<file path="config.mk">
export PLATFORM = sky130hd
export DESIGN_NAME = buffer_drain
export DESIGN_NICKNAME = d
export VERILOG_FILES = /design/src/rtl/buffer_drain.sv
export SDC_FILE = /design/constraint.sdc
export NUM_CORES = 1
export LEC_CHECK = 0
export ABC_AREA = 1
export BUFFER_PORTS_ARGS = -buffer_cell sky130_fd_sc_hd__clkbuf_2
export CORE_ASPECT_RATIO = 0.9
export CORE_MARGIN = 1
export CORE_UTILIZATION = 50
export CTS_CLUSTER_DIAMETER = 60
export DETAILED_ROUTE_END_ITERATION = 8
export GPL_TIMING_DRIVEN = 0
export PLACE_DENSITY = 0.85
export SLEW_MARGIN = 40
export SYNTH_ARGS = -nofsm -noshare
export SYNTH_HDL_FRONTEND = slang
export SYNTH_SLANG_ARGS = --single-unit
</file>
<file path="constraint.sdc">
create_clock -name clk -period 2.4 [get_ports clk]
set_input_delay 0.36 -clock clk [delete_from_list [all_inputs] [get_ports clk]]
set_output_delay 0.36 -clock clk [all_outputs]
set_load 0.01 [all_outputs]
</file>
<file path="src/rtl/buffer_drain.sv">
// buffer_drain: read-side adapter between the FIFO consume/empty/data_out
// port and a valid/ready stream. The FIFO answers one cycle after a consume,
// so a 2-entry skid store absorbs that latency. It sustains one word per
// cycle and never overreads the FIFO.
module buffer_drain #(
    parameter int bit_width = 16,
    parameter int cnt_w     = 16
) (
    input  logic                 clk,
    input  logic                 rst,
    input  logic                 buf_empty,
    input  logic [bit_width-1:0] buf_data,
    output logic                 buf_consume,
    input  logic                 flush,
    output logic                 out_valid,
    input  logic                 out_ready,
    output logic [bit_width-1:0] out_data,
    output logic [cnt_w-1:0]     word_count
);

    typedef enum logic [1:0] {EMPTY = 2'd0, ONE = 2'd1, TWO = 2'd2} occ_t;

    occ_t                 occ, occ_next;
    logic                 inflight;
    logic                 rd_ptr;
    logic                 wr_ptr;
    logic                 pop;
    logic [1:0]           pending;
    logic [bit_width-1:0] store [2];

    // Stream side, consume decision and next-occupancy.
    always_comb begin
        out_valid = (occ != EMPTY) && !flush && !rst;
        out_data  = store[rd_ptr];
        pop       = out_valid && out_ready;
        // Words we will hold after this edge. The FIFO only answers one
        // cycle later, so a read in flight already uses up a slot.
        pending     = 2'(occ) + 2'(inflight) - 2'(pop);
        buf_consume = !rst && !flush && !buf_empty && (pending < 2'd2);
        // Next free slot in the circular store.
        wr_ptr      = rd_ptr ^ occ[0];
        occ_next    = occ;
        if (flush) begin
            occ_next = EMPTY;
        end else begin
            case (pending)
                2'd0:    occ_next = EMPTY;
                2'd1:    occ_next = ONE;
                default: occ_next = TWO;
            endcase
        end
    end

    // Occupancy state register.
    always_ff @(posedge clk) begin
        if (rst) occ <= EMPTY;
        else     occ <= occ_next;
    end

    // In-flight flag, read pointer and delivered-word counter.
    always_ff @(posedge clk) begin
        if (rst) begin
            inflight   <= 1'b0;
            rd_ptr     <= 1'b0;
            word_count <= '0;
        end else if (flush) begin
            inflight <= 1'b0;
            rd_ptr   <= 1'b0;
        end else begin
            inflight <= buf_consume;
            if (pop) begin
                rd_ptr     <= ~rd_ptr;
                word_count <= word_count + cnt_w'(1);
            end
        end
    end

    // Capture the FIFO answer. When the store is full and the head pops in
    // the same cycle, wr_ptr equals rd_ptr. That is safe because the head
    // is read combinationally before the edge.
    always_ff @(posedge clk) begin
        if (!rst && !flush && inflight) store[wr_ptr] <= buf_data;
    end

    // A capture into a full store with no pop would overwrite a live word.
    a_no_overflow: assert property (@(posedge clk) disable iff (rst)
        !(inflight && !flush && occ == TWO && !pop));

endmodule

</file>
==> flow_metrics.tcl <==
set metrics [dict create \
    cp_max_fo 2 \
    worstPathArrival_ns 2.09 \
    crit_chain "inv_2 -> nand2_2 -> nand3_4 -> inv_4 -> ha_4 -> inv_2 -> ha_4 -> xnor2_2 -> xor2_1 -> nand2_1 -> nor2_1 -> buf_2" \
    grt_overflow_total 0 \
    grt_first_pass_wirelength_um 6960 \
    crit_buf_inv 4 \
    slew-limit-headroom 0.521 \
    die_area_um2 4790 \
    grt_pass1_vias 1609 \
    avgSynthCellArea_um2 10.3 \
    max_freq_mhz 408 \
    syn-num-nets 243 \
    drc 0 \
    cts.reportedPaths.clkPinSlew_ns 0.09 \
    area_delta_synth_final_pct 26.1 \
    netlist_area_um2 2260 \
    antenna_found_initial 0 \
    ys_warn_count 0 \
    cpMaxStageDelayCell "dfxtp_2" \
    clock_sinks 53 \
    ant_nets 0 \
    num_vias 1724 \
    synthCells 219 \
    vdd_drop_max_v 0.000392 \
    wirelength_um 4400 \
    numCtsBuffers 5 \
    synthArstFlopShare 0 \
    dp_worst_setup_slack_ns -0.189 \
    cts_tree "built" \
    synthTopCellsByArea "edfxtp_1 (43%), dfxtp_1 (19%), mux2_2 (8.0%)" \
    violations "setup timing" \
    worst_pin_slew_ns 0.719 \
    row_count 22 \
    cts_root_buf "clkbuf_8" \
    clk_latency_ns 0.30 \
    grt_max_degree 17 \
    num_io_pins 55 \
    vias_per_cell 4.86 \
    fin_util 0.676 \
    fin_nets 318 \
    layout_setup_ws_ns -0.0508 \
    hold_path_class "in2reg" \
    skew_ns 0.00405 \
    final_max_slew_viol_count 0 \
    start_util 0.536 \
    reg2reg_to "inflight" \
    design.core.area_um2 4210 \
    worstSetupEndpointType "output port" \
    drt_iter0_markers 62 \
    numPortBuffers 54 \
    path_depth 12 \
    maxCapViolations 0 \
    critPathRequiredTime_ns 2.04 \
    p_leak_nw 1.15 \
    critPathLaunchType "register" \
    dp_hpwl_um 3090 \
    gp_congestion 0.906 \
    synth_top_area_share 0.426 \
    synth_most_common_cell "nand2_1" \
    postCtsHoldBufs 0 \
    synth_common_cells "nand2_1 (41), nor2_1 (33), edfxtp_1 (32)" \
    firstDrtPassIters 4 \
    synth_seq_cells 53 \
    crit_family "simple AND/OR/NAND/NOR gates" \
    worst-setup-path-type "reg2out" \
    die_h_um 65.7 \
    grt_use_total 0.197 \
    drive_above_1_share 0.376 \
    synth_edf_count 32 \
    powerDensity_nw_per_um2 535 \
    setup_viol 1 \
    die_w_um 72.8 \
    rrSetupSlack_ns 0.11 \
    yosysSeqAreaShare 0.612 \
    wl_per_cell_um 12.4 \
    cts_buffer_depth 2 \
    synth_top_area_cell "edfxtp_1" \
    hold_viol 0 \
    ys.flop_type "edfxtp_1" \
    rsz0062_at_grt "yes" \
    startpoint "occ[1]" \
    htreeDepth 2 \
    ff2ff_path_depth 16 \
    diodes 0 \
    timing.rr.start "occ[1]" \
    cp-endpoint "buf_consume" \
    ys_types 21 \
    post-route-period-util 1.02 \
    cpPeakStageDelay_ns 0.33 \
    status "finished, violations left" \
    min_period_ns 2.45 \
]
worst min path at each step:
stage	end	startpoint	depth (start not counted)	slack [ns]
finish	store[0][6]	buf_data[6]	1	0.24
floorplan	word_count[1]	rst	1	0.43
global route	store[1][0]	buf_data[0]	1	0.22
CTS	inflight	buf_empty	2	0.20
detailed placement	word_count[4]	word_count[4]	2	0.46
global placement	word_count[4]	word_count[4]	2	0.46
power by group:
part / switching [mW] / internal (mW) / leakage, nW
logic: 0.0349 / 0.0310 / 0.658
registers: 0.00186 / 0.967 / 0.459
clock network: 0.282 / 0.206 / 0.0374
per-layer routing:
layer  share of wire  global-route usage  wire, um
met3           0.062              0.0598       274
met2            0.50               0.348      2200
met1            0.43               0.225      1890
met4          0.0091              0.0735        40
met5               0                   0         0
stage by stage:
stage	TNS (ns)	area [um2]	hold slack [ns]	instances	total power, mW
4_1_cts	-0.0167	2830	0.202	354	1.54
2_1_floorplan	0	2260	0.429	219	1.01
6_report	-0.0508	2850	0.243	355	1.52
3_5_place_dp	-0.189	2620	0.460	335	1.04
3_3_place_gp	-8.13	2600	0.455	333	1.04
5_1_grt	-0.158	2850	0.224	355	1.58
what timing repair did:
item,CTS,global route
endpoints found under the setup margin,1,3
pin swaps,6,6
setup buffers,11,2
resized for setup,12,4
cells in the final DEF, fill, tap and decap left out, drive strengths merged, types with 7 or more instances in the layout:
master  count
a21oi       7
buf        19
clkbuf     59
dfxtp      21
edfxtp     32
inv        30
mux2       16
nand2      41
nor2       35
nor3        8
sequential cells by signal, indices dropped and copies added (netlist names), named ones only:
signal	flops
occ	2
store	32
inflight	1
rd_ptr	1
word_count	16
cells by family (layout without fill, tap and decap cells):
family,after synthesis,count (layout),share of synthesized area
AOI/OAI and AO/OA,11,11,0.0244
xor gates and xnor gates,4,4,0.0155
adders and majority gates,3,3,0.0166
buffers and inverters,34,110,0.0615
DFF,53,53,0.612
muxes,16,16,0.0798
and+or+nand+nor,98,98,0.190
area by class of cell:
class	count	area, um2
Multi-Input combinational cell	132	787
Timing Repair Buffer	68	370
Buffer	4	26.3
Inverter	30	115
Fill cell	336	1370
Clock buffer	6	72.6
Sequential cell	53	1380
Tap cell	60	75.1
Clock inverter	2	15.0
worst register-to-register path: cells and delay by family (launching register included):
family                     cells  cell delay [ns]
buffers and inverters          8             0.78
adders and majority gates      2             0.41
and+or+nand+nor                4             0.36
xor gates and xnor gates       2             0.36
DFF                            1             0.33
Power figures use the tool's default switching activity.
